### src/rtl/pc_gen.sv
// pc_gen: program-counter stage feeding fetch.
// Picks the next pc from three sources: sequential (+PC_STEP), a jump redirect or a
// branch redirect. The pc holds while the hazard unit stalls. A redirect that arrives
// during a stall is captured and then applied when the stall is released.
// Optional feature: when `MISALIGN_TRAP_EN is defined, a misaligned redirect target
// loads TRAP_VECTOR and pulses misalign. When it is not defined, target[1:0] is
// cleared on load and misalign is tied low.
module pc_gen #(
  parameter logic [31:0] RESET_PC    = 32'h0000_0000,
  parameter logic [31:0] PC_STEP     = 32'd4,
  parameter logic [31:0] TRAP_VECTOR = 32'h0000_0080
) (
  input  logic        clk,
  input  logic        reset,
  input  logic        stall,
  input  logic        branch_taken,
  input  logic [31:0] branch_target,
  input  logic        jump,
  input  logic [31:0] jump_target,
  output logic [31:0] pc,
  output logic [31:0] pc_plus4,
  output logic        fetch_valid,
  output logic        redirect_pend,
  output logic        misalign
);

  typedef enum logic [1:0] {RUN, HOLD, HOLD_PEND} state_t;

  state_t      state;
  logic [31:0] pend_target;
  logic        pend_is_branch;

  logic        redir;
  logic [31:0] sel_tgt;
  logic        pend_overtake;
  logic [31:0] ld_tgt;
  logic [31:0] ld_pc;
  logic        ld_mis;

  assign pc_plus4      = pc + PC_STEP;
  assign redirect_pend = (state == HOLD_PEND);

  // Choose the redirect target. The branch wins because it comes from the older
  // instruction. A live branch also displaces a pending jump.
  always_comb begin
    redir         = branch_taken | jump;
    sel_tgt       = branch_taken ? branch_target : jump_target;
    pend_overtake = branch_taken & ~pend_is_branch;
    ld_tgt        = sel_tgt;
    if (state == HOLD_PEND)
      ld_tgt = pend_overtake ? branch_target : pend_target;
  end

  // Apply the alignment policy to whichever target is being loaded.
`ifdef MISALIGN_TRAP_EN
  always_comb begin
    ld_mis = (ld_tgt[1:0] != 2'b00);
    ld_pc  = ld_mis ? TRAP_VECTOR : ld_tgt;
  end
`else
  always_comb begin
    ld_mis = 1'b0;
    ld_pc  = {ld_tgt[31:2], 2'b00};
  end
`endif

  // Redirect/stall FSM, with the pc and its status outputs registered.
  always_ff @(posedge clk) begin
    if (reset) begin
      pc             <= RESET_PC;
      state          <= RUN;
      pend_target    <= 32'h0;
      pend_is_branch <= 1'b0;
      fetch_valid    <= 1'b0;
      misalign       <= 1'b0;
    end else begin
      fetch_valid <= ~stall;
      misalign    <= 1'b0;
      case (state)
        RUN, HOLD: begin
          if (!stall) begin
            if (redir) begin
              pc       <= ld_pc;
              misalign <= ld_mis;
            end else begin
              pc <= pc_plus4;
            end
            state <= RUN;
          end else if (redir) begin
            pend_target    <= sel_tgt;
            pend_is_branch <= branch_taken;
            state          <= HOLD_PEND;
          end else begin
            state <= HOLD;
          end
        end
        HOLD_PEND: begin
          if (!stall) begin
            pc       <= ld_pc;
            misalign <= ld_mis;
            state    <= RUN;
          end else if (pend_overtake) begin
            pend_target    <= branch_target;
            pend_is_branch <= 1'b1;
          end
        end
        default: state <= RUN;
      endcase
    end
  end

endmodule
### config.mk
export PLATFORM = sky130hd
export DESIGN_NAME = pc_gen
export DESIGN_NICKNAME = d
export VERILOG_FILES = /design/src/rtl/pc_gen.sv
export SDC_FILE = /design/constraint.sdc
export NUM_CORES = 1
export LEC_CHECK = 0
export ABC_AREA = 1
export CAP_MARGIN = 20
export CORE_UTILIZATION = 53
export CTS_CLUSTER_DIAMETER = 200
export DETAILED_ROUTE_END_ITERATION = 7
export GPL_ROUTABILITY_DRIVEN = 0
export PLACE_DENSITY = 0.84
export SLEW_MARGIN = 20
export SYNTH_ARGS = -nofsm -noshare
export SYNTH_HDL_FRONTEND = slang
export SYNTH_SLANG_ARGS = --single-unit
export TNS_END_PERCENT = 5
### constraint.sdc
create_clock -name clk -period 2.2 [get_ports clk]
set_input_delay 0.44 -clock clk [delete_from_list [all_inputs] [get_ports clk]]
set_output_delay 0.44 -clock clk [all_outputs]
set_load 0.05 [all_outputs]
==> key figures <==
Logic synthesis
  • Average size of a mapped cell: between 6 and 7 µm²
  • Post-synth EDFFs: 0
  • Syn Inst Count: 837
  • Sequential element share of the synthesized area: between 20% and 30%
  • Yosys top cell by area: dfxtp_1
  • Synth area leaders: dfxtp_1 25%, nand2_1 18%, inv_1 9.0%
  • Mapped Area: around 0.005 mm²
  • Asr flop ratio synth: 0%
  • Flops & latches, synth: 64
  • Ys Warns: 0
  • Top cells by count, synth: 238 x nand2_1, 121 x inv_1, 88 x nand3_1
  • Distinct cells, synth: 34
  • Area fraction of the dominant cell type after synthesis: between 20% and 30%
  • Most numerous cell in the Yosys netlist: nand2_1
  • Ys flop type: dfxtp_1

GRT
  • Largest net degree at the start of global routing: 62
  • GRT Total Usage: approximately a third
  • Vias in the first global route: 5852
  • Gr ovfl total: 0
  • Antenna violations before repair: 0
  • Global-route wire length before repair: about 27000 µm

Die
  • Die area: 0.00990 mm²
  • Die X: 99.5 µm
  • Core Rows: 35
  • Die H: ~99 µm
  • I/O pins: around 140
  • Core area: between 0.009 and 0.01 mm²
  • Starting Density: a little over half

Routing
  • Drt initial violations: around 540
  • Final ANT Viol Nets: 0
  • Post-route DRC: 0
  • Via count: slightly above 6000
  • Wirelength per Cell: between 15 and 20 µm
  • Total wire length: around 17000 µm
  • Vias/cell: 5.71
  • Drt pass-1 iters: 7

Cells and area
  • Fill cells: between 600 and 700
  • Util after Layout: 76.5%
  • Area growth syn-to-layout: 40.4%
  • Non-filler cells, final: 1086
  • Layout cells sized above 1: roughly 17%
  • Fin nets: just over 1000
  • Ant diodes: 0

Timing
  • Max Fclk: ~430 MHz
  • Final setup fails: 17
  • RSZ-0062 raised after global routing: true
  • Tightest Pin Transition: ~540 ps
  • Slew headroom: between 60% and 70%
  • Setup Skew: ~10 ps
  • Endpoints failing hold: 0
  • Minimum clock period: 2310 ps
  • Hold_ws: between 300 and 400 ps
  • Fin crit share: 105%
  • Setup slack after layout: -106 ps
  • Slew Viols, Final: 0

Clock network
  • Clk slew on worst S/H paths: 70 ps
  • Htree depth: 3
  • Post-CTS Hold Buffers: 0
  • Inserted Clock Buffers: 9
  • Max Root-Sink Buffers: 2
  • Clock sinks: 64
  • CTS tree: yes
  • CTS root buf: clkbuf_8
  • Worst-Skew Late Latency: ~350 ps

Worst setup path
  • Crit-path most repeated cell: buf_12
  • Worst-path fanout max: 5
  • Worst path top cell family by delay: simple AND/OR/NAND/NOR gates
  • CP peak stage delay: just under 400 ps
  • Crit path cell chain: buf_12, clkinvlp_4, nor2_8, nand2_4, nor2_4, nand3_1, nand2_2, buf_12
  • Slowest cell on the critical path: dfxtp_4
  • CP Data Arrival Time: approximately 1900 ps
  • WS Path Type: reg -> out
  • Worst setup EP type: primary output
  • Buf/Inv on CP: 3
  • Worst Path Required: approximately 1800 ps
  • CP Launch Type: register

Place
  • Port Buf Inserts: around 130
  • Dpl cells: 1063
  • HPWL Detailed: around 11000 µm

Power and ir drop
  • Leakage: approximately 0.0031 µW
  • Pwr/cell area: ~570 mW/mm²
  • Maximum VDD drop: between 0.4 and 0.5 mV

Run status
  • Status: finished with violations
  • Failing checks: setup timing

Hold path
  • Hold WC Path Type: in -> reg

Job
  • Max-Cap Viols: 0
repair_timing:
item / CTS / global route
endpoints found under the hold margin: 0 / 0
pin swaps: 11 / 8
gates resized for setup: 42 / 31
endpoints found under the setup margin: 23 / 24
setup buffers: 5 / 2
gates cloned: 1 / 0
final timing paths:
check	start	end	slack [ps]	cells past startpoint
max reg2reg	pc[2]	pc[30]	540	10
max	pc[2]	pc_plus4[31]	-110	8
min reg2reg	pend_target[13]	pend_target[13]	550	2
min	branch_taken	pend_is_branch	400	2
routing by layer:
metal  up-vias  GRT usage [%]  part of all wire [%]  wire length (µm)
li1       2972              -                     -                 -
met2       400           58.1                    49              8190
met1      2781           40.6                    39              6470
met3        53           5.48                   9.8              1650
met4         0           15.8                   2.8               475
met5         -              0                     0                 0
where the power goes:
| group | total [µW] | internal [µW] | switching [µW] |
|---|---|---|---|
| clock | 1010 | 525 | 481 |
| combinational | 1610 | 626 | 985 |
| sequential | 1390 | 1270 | 117 |
| total | 4000 | 2420 | 1580 |
registers in the layout (all words and copies together), names as in the netlist:
signal / cells
fetch_valid: 1
pc: 30
state: 2
pend_is_branch: 1
pend_target: 30
cell usage in the layout (no fill, tap or decap), types with 35 or more instances in the layout:
cell             count
o21ai_0             63
o211ai_1            35
a31oi_1             49
dfxtp_1             40
a21oi_1             35
clkdlybuf4s50_1     93
nand3_1             88
inv_1              119
nand2_1            212
metrics by stage:
step | instance area (µm²) | worst slack, ps | TNS [ps] | power [µW]
after CTS | 6990 | -52.7 | -321 | 3960
after global placement | 6660 | 193 | 0 | 2910
after global routing | 7070 | -162 | -1770 | 4160
final | 7070 | -106 | -761 | 4000
after floorplan | 5060 | -146 | -2140 | 2340
after detailed placement | 6660 | 128 | 0 | 2950
area by class of cell:
cell class | instances | area, µm² | share of cell area [%]
multi-input cells | 600 | 3170 | 44.8
clock inverters | 2 | 12.5 | 0.177
flip-flops and latches | 64 | 1320 | 18.6
well taps | 129 | 161 | 2.28
repair buffers | 151 | 1750 | 24.8
inverters | 127 | 480 | 6.79
clock buffers | 13 | 179 | 2.53
cells by family (layout without fill, tap and decap cells):
group           Yosys count  count (layout)  synth area share (%)
xor+xnor                  7               7                  1.22
other cells               1               5                0.0745
compound gates          194             194                  22.7
flops                    64              64                  25.4
simple gates            392             393                  35.6
fa+ha+maj                 1               1                 0.248
buf+inv                 178             293                  14.7
No activity file was read; power rests on OpenSTA's default activity.
==> RTL change 1, RTL diff (config.mk and constraints unchanged) <==
Register the input `branch_target` before use. The logic sees it one clock later. The other inputs are not delayed to match.
--- a/src/rtl/pc_gen.sv
+++ b/src/rtl/pc_gen.sv
@@ -28,2 +28,8 @@
 
+  logic [31:0] branch_target_q;
+
+  always_ff @(posedge clk) begin
+    branch_target_q <= branch_target;
+  end
+
   state_t      state;
@@ -46,3 +52,3 @@
     redir         = branch_taken | jump;
-    sel_tgt       = branch_taken ? branch_target : jump_target;
+    sel_tgt       = branch_taken ? branch_target_q : jump_target;
     pend_overtake = branch_taken & ~pend_is_branch;
@@ -50,3 +56,3 @@
     if (state == HOLD_PEND)
-      ld_tgt = pend_overtake ? branch_target : pend_target;
+      ld_tgt = pend_overtake ? branch_target_q : pend_target;
   end
@@ -102,3 +108,3 @@
           end else if (pend_overtake) begin
-            pend_target    <= branch_target;
+            pend_target    <= branch_target_q;
             pend_is_branch <= 1'b1;
Function: changed (a bounded check fails within 4 cycles, from zero or initial values and one cycle with reset high).
==> RTL change 1 against the unedited design <==
- first-iteration DRC count decreased by 20%
- sequential power increased by 40%
- largest power group is now sequential cells
- wire length decreased by 1.1%
- sequential share of layout area increased by 6.2 points
- area after synthesis increased by 11%
- largest cell class unchanged
- worst setup slack improved by 0.047 ns
- cell area increased by 8.6%
- the run still ends with negative setup slack left
- via count increased by 0.66%
- total power increased by 19%
- global-route usage decreased by 3.5 points
- sequential cell count increased by 30
==> RTL change 1: results (changes against the unedited design) <==
# diodes 0 (unchanged); Placed Instances 1102 (+3.7%); global route overflow 0 (unchanged); Setup WS pre-CTS 0.211 ns (+0.0827 ns); vias in the first global route 5590 (-4.5%); Cell variety after synth 32 (-5.9%); worst-margin pin slew 0.544 ns (+0.000819 ns); CTS Buf Count 9 (unchanged); drt first pass iters 5 (-2); fill count 790 (+14%); status complete, but fails checks; endpoints failing setup 10 (-7); Post-synth top cells 236 x nand2_1, 125 x inv_1, 94 x dfxtp_1, 91 x nand3_1, 67 x o21ai_0; Crit path arrival time 1.82 ns (-0.05 ns); antenna violations before repair 0 (unchanged); hold bufs inserted after CTS 0 (unchanged); P_leak 0.00337 µW (+7.8%); Yosys warning count 0 (unchanged); max_cap viols 0 (unchanged); drt first-iter violations 435 (-20%); first-pass GRT wire length 26700 µm (+0.31%); violated checks negative setup slack; clk buf depth 2 (unchanged); largest cells by area after synthesis dfxtp_1 34%, nand2_1 16%, inv_1 8.4%; Top Registers branch_target_q: 30 flops, pc: 30 flops, pend_target: 30 flops; GRT Util Overall 0.301 (-0.0346); setup ws final -0.0588 ns (+0.0472 ns); Peak VDD IR 0.425 mV (-6.4%); DP Wirelength 11400 µm (-0.98%); Clock transition at path regs 0.10 ns (+0.03 ns); top_reg_cell synth dfxtp_1; routed vias/inst 5.57 (-2.5%); Root Driver clkbuf_8; Clk Latency, worst-skew pair 0.36 ns; Syn Area/Cell 6.47 µm² (+7.5%); share of cells above drive strength 1 0.158 (-0.0161); clk_skew 0.0117 ns (+0.00174 ns); register area share after synthesis 0.335 (+0.0809); total number of vias 6247 (+0.66%); top-count cell post-synth nand2_1; Synth async-reset ratio 0 (unchanged); crit-path max cell delay 0.39 ns (about the same); largest net degree at the start of global routing 62 (unchanged); drt total wl 16600 µm (-1.1%)
[RTL change 1: metal layers]
metal,global-route usage,up-vias,part of all wire
met4,0.130,0,0.027
met2,0.476,366,0.46
met5,0,-,0
met1,0.395,2772,0.41
met3,0.0630,53,0.095
li1,-,3056,-
[RTL change 1: final cells by class]
cell class	instances	area (µm²)	share of cell area
clock buffer	11	131	0.0171
clock inverter	5	58.8	0.00765
timing repair buffer	148	1810	0.235
inverter	130	492	0.0640
multi-input combinational	597	3110	0.405
tap	136	170	0.0221
sequential	94	1910	0.249
[RTL change 1: logic make-up after synthesis]
kind of cell / Yosys count / share of synthesized area
xor+xnor: 8 / 0.0125
buf+inv: 181 / 0.134
flops: 94 / 0.335
simple gates: 391 / 0.313
fa+ha+maj: 1 / 0.00223
compound gates: 192 / 0.202
other cells: 1 / 0.000668
[RTL change 1: final timing paths]
| kind | slack [ns] | cells after the start | start | end |
|---|---|---|---|---|
| setup / recovery | -0.06 | 8 | pc[2] | pc_plus4[27] |
| hold / removal | 0.51 | 1 | branch_target[16] | branch_target_q[16] |
| setup reg to reg | 0.61 | 10 | pc[2] | pc[21] |
| hold reg to reg | 0.54 | 2 | pend_target[6] | pend_target[6] |
[RTL change 1: through the flow]
stage | power [µW] | TNS (ns) | instance area, µm² | hold WS, ns | utilization
6_report | 4750 | -0.326 | 7680 | 0.506 | 0.748
5_1_grt | 4980 | -1.82 | 7680 | 0.486 | 0.748
4_1_cts | 4730 | -0.112 | 7630 | 0.497 | 0.743
3_5_place_dp | 3560 | 0 | 7320 | 0.526 | 0.713
3_3_place_gp | 3530 | 0 | 7320 | 0.520 | 0.713
2_1_floorplan | 2930 | -2.05 | 5640 | 0.468 | -
[RTL change 1: where the power goes]
group          internal (µW)  switching (µW)  leakage, µW  total [µW]
Clock                    530             642    0.0000899        1170
Sequential              1840             113     0.000791        1950
Combinational            643             987      0.00249        1630
Total                   3010            1740      0.00337        4750
[RTL change 1: what timing repair did]
item	4_1_cts	5_1_grt
endpoints found under the setup margin	23	23
gates resized for setup	43	19
pin swaps	9	7
setup buffers	3	0
[RTL change 1: worst max-delay path: cells and delay by family, from the launching register on]
kind                   cells  cell delay (ns)
and+or+nand+nor            5             0.75
DFF                        1             0.39
buffers and inverters      3             0.33
==> RTL change 2, RTL diff (same settings) <==
Without the edit above. Add a define of `MISALIGN_TRAP_EN`.
--- a/src/rtl/pc_gen.sv
+++ b/src/rtl/pc_gen.sv
@@ -7,2 +7,4 @@
 // cleared on load and misalign is tied low.
+`define MISALIGN_TRAP_EN
+
 module pc_gen #(
Behaviour: not the same (Yosys sat finds a counterexample within 4 cycles, from zero or initial values and one cycle with reset high).
==> RTL change 2 against the unedited design <==
- sequential power rose by 6%
- wire length increased by 4.3%
- sequential share of layout area rose by 1.6 points
- sequential cell count up 5
- worst setup slack improved by 0.066 ns
- area after synthesis shrank 3.3%
- count of clock-buffer cells in the layout down 2
- cell area up 0.46%
- the flow finishes with violations (design-rule violations, negative setup slack)
- first-iteration DRC count is 5.9% higher
- total power shrank 3.5%
==> RTL change 2: results (changes against the unedited design) <==
status complete, but fails checks; violated checks design-rule violations, negative setup slack; placed inst area 6580 µm² (-1.1%); Slew Limit Fails 0 (unchanged); routed vias/inst 5.81 (+1.7%); Root Driver clkbuf_8; top_reg_cell synth dfxtp_1; PortBufs 135 (+7.1%); clk buf depth 2 (unchanged); WL/cell 16.3 µm (+5.3%); Sequential Power 1470 µW (+6%); Clock transition at path regs 0.08 ns; P_int 2340 µW (-3.2%); Synth Area in Compound Gates 0.192 (-0.0348); Syn Area/Cell 5.84 µm² (-2.9%); Hold WC Path Type primary input to register; first-pass GRT wire length 26200 µm (-1.8%); Post-Synth Adder-Cell Area 0.00257 (+0.0000856); Clk Latency, worst-skew pair 0.35 ns (about the same); GRT Util Overall 0.340 (+0.00458); clk_skew 0.0132 ns (+0.00314 ns); CP max FO 5 (unchanged); CTS Buf Count 9 (unchanged); Post-synth top cells 206 x nand2_1, 165 x nor2_1, 84 x inv_1, 69 x dfxtp_1, 69 x o21ai_0; Top Registers pc: 32 flops, pend_target: 32 flops, state: 2 flops; Fin Setup TNS -0.162 ns (+0.600 ns); share of cells above drive strength 1 0.185 (+0.0104); drt first-iter violations 574 (+5.9%); endpoints failing setup 9 (-8); antenna violations before repair 0 (unchanged); register area share after synthesis 0.284 (+0.0293); # diodes 0 (unchanged); Setup WS pre-CTS 0.0480 ns (-0.0804 ns); Max-slew headroom 0.638 (+0.00133); largest net degree at the start of global routing 43 (-31%); mux share of post-synthesis cell area 0 (unchanged); largest cells by area after synthesis dfxtp_1 28%, nand2_1 16%, nor2_1 13%; Sequential Power Share 0.380 (+0.034); P_leak 0.00301 µW (-3.7%); fill count 596 (-14%); Yosys warning count 0 (unchanged); vias in the first global route 5684 (-2.9%); Crit path arrival time 1.80 ns (-0.07 ns); Finished Layout Cells 1076 (-0.92%); Peak VDD IR 0.331 mV (-27%); drt first pass iters 8 (+1); XOR/XNOR share of the synthesized area 0.0180 (+0.00582); syn nets 903; comb pwr 1490 µW (-7%); setup ws final -0.0395 ns (+0.0665 ns); r2r setup slk 0.34 ns (-0.20 ns); H-tree Lvls 3 (unchanged); DP Wirelength 11900 µm (+3.3%); Final #Nets 1033 (+0.98%); DR DRC count 18 (+18); Synth async-reset ratio 0 (unchanged); Cell variety after synth 34 (unchanged)
-- RTL change 2: final timing paths --
| kind | from | endpoint | cells after the start |
|---|---|---|---|
| hold / removal | branch_taken | pend_is_branch | 3 |
| hold reg to reg | pend_target[20] | pend_target[20] | 2 |
| setup / recovery | pc[3] | pc_plus4[27] | 8 |
| setup reg to reg | state[1] | pc[13] | 10 |
-- RTL change 2: metal layers --
layer / vias to the layer above / GRT usage / wire [µm]
li1: 2929 / - / -
met1: 2815 / 0.412 / 6630
met2: 431 / 0.572 / 8350
met3: 81 / 0.0444 / 1620
met4: 0 / 0.212 / 914
met5: - / 0 / 0
-- RTL change 2: worst max-delay path, cell delays in order (launching register included) --
cell and delay (ns):
dfxtp_4 0.41, nand2_2 0.07, nor2_4 0.16, nand2_2 0.10, nor2_4 0.20, buf_6 0.14, nand3_1 0.12, nand2_2 0.12
buf_12 0.14
-- RTL change 2: through the flow --
step,utilization,hold WS (ns)
after CTS,0.784,0.431
final,0.807,0.439
after global placement,0.747,0.448
after detailed placement,0.747,0.452
after global routing,0.807,0.482
after floorplan,-,0.436
-- RTL change 2: kinds of logic (layout without fill, tap and decap cells) --
group / Yosys count / after routing
AOI/OAI and AO/OA: 169 / 169
xor gates and xnor gates: 10 / 10
adders and majority gates: 1 / 1
buffers and inverters: 135 / 270
DFF: 69 / 69
and+or+nand+nor: 449 / 449
-- RTL change 2: area by class of cell --
cell class	instances	area, µm²	share of cell area
Multi-Input combinational cell	629	3160	0.445
Timing Repair Buffer	165	1870	0.263
Sequential cell	69	1440	0.203
Inverter	89	339	0.0477
Tap cell	108	135	0.0190
Clock buffer	11	131	0.0185
Clock inverter	5	27.5	0.00387
-- RTL change 2: repair_timing --
item                       CTS  global route
gates resized for setup     49            58
pin swaps                    7            20
setup buffers                4             5
setup endpoints to repair   22            21
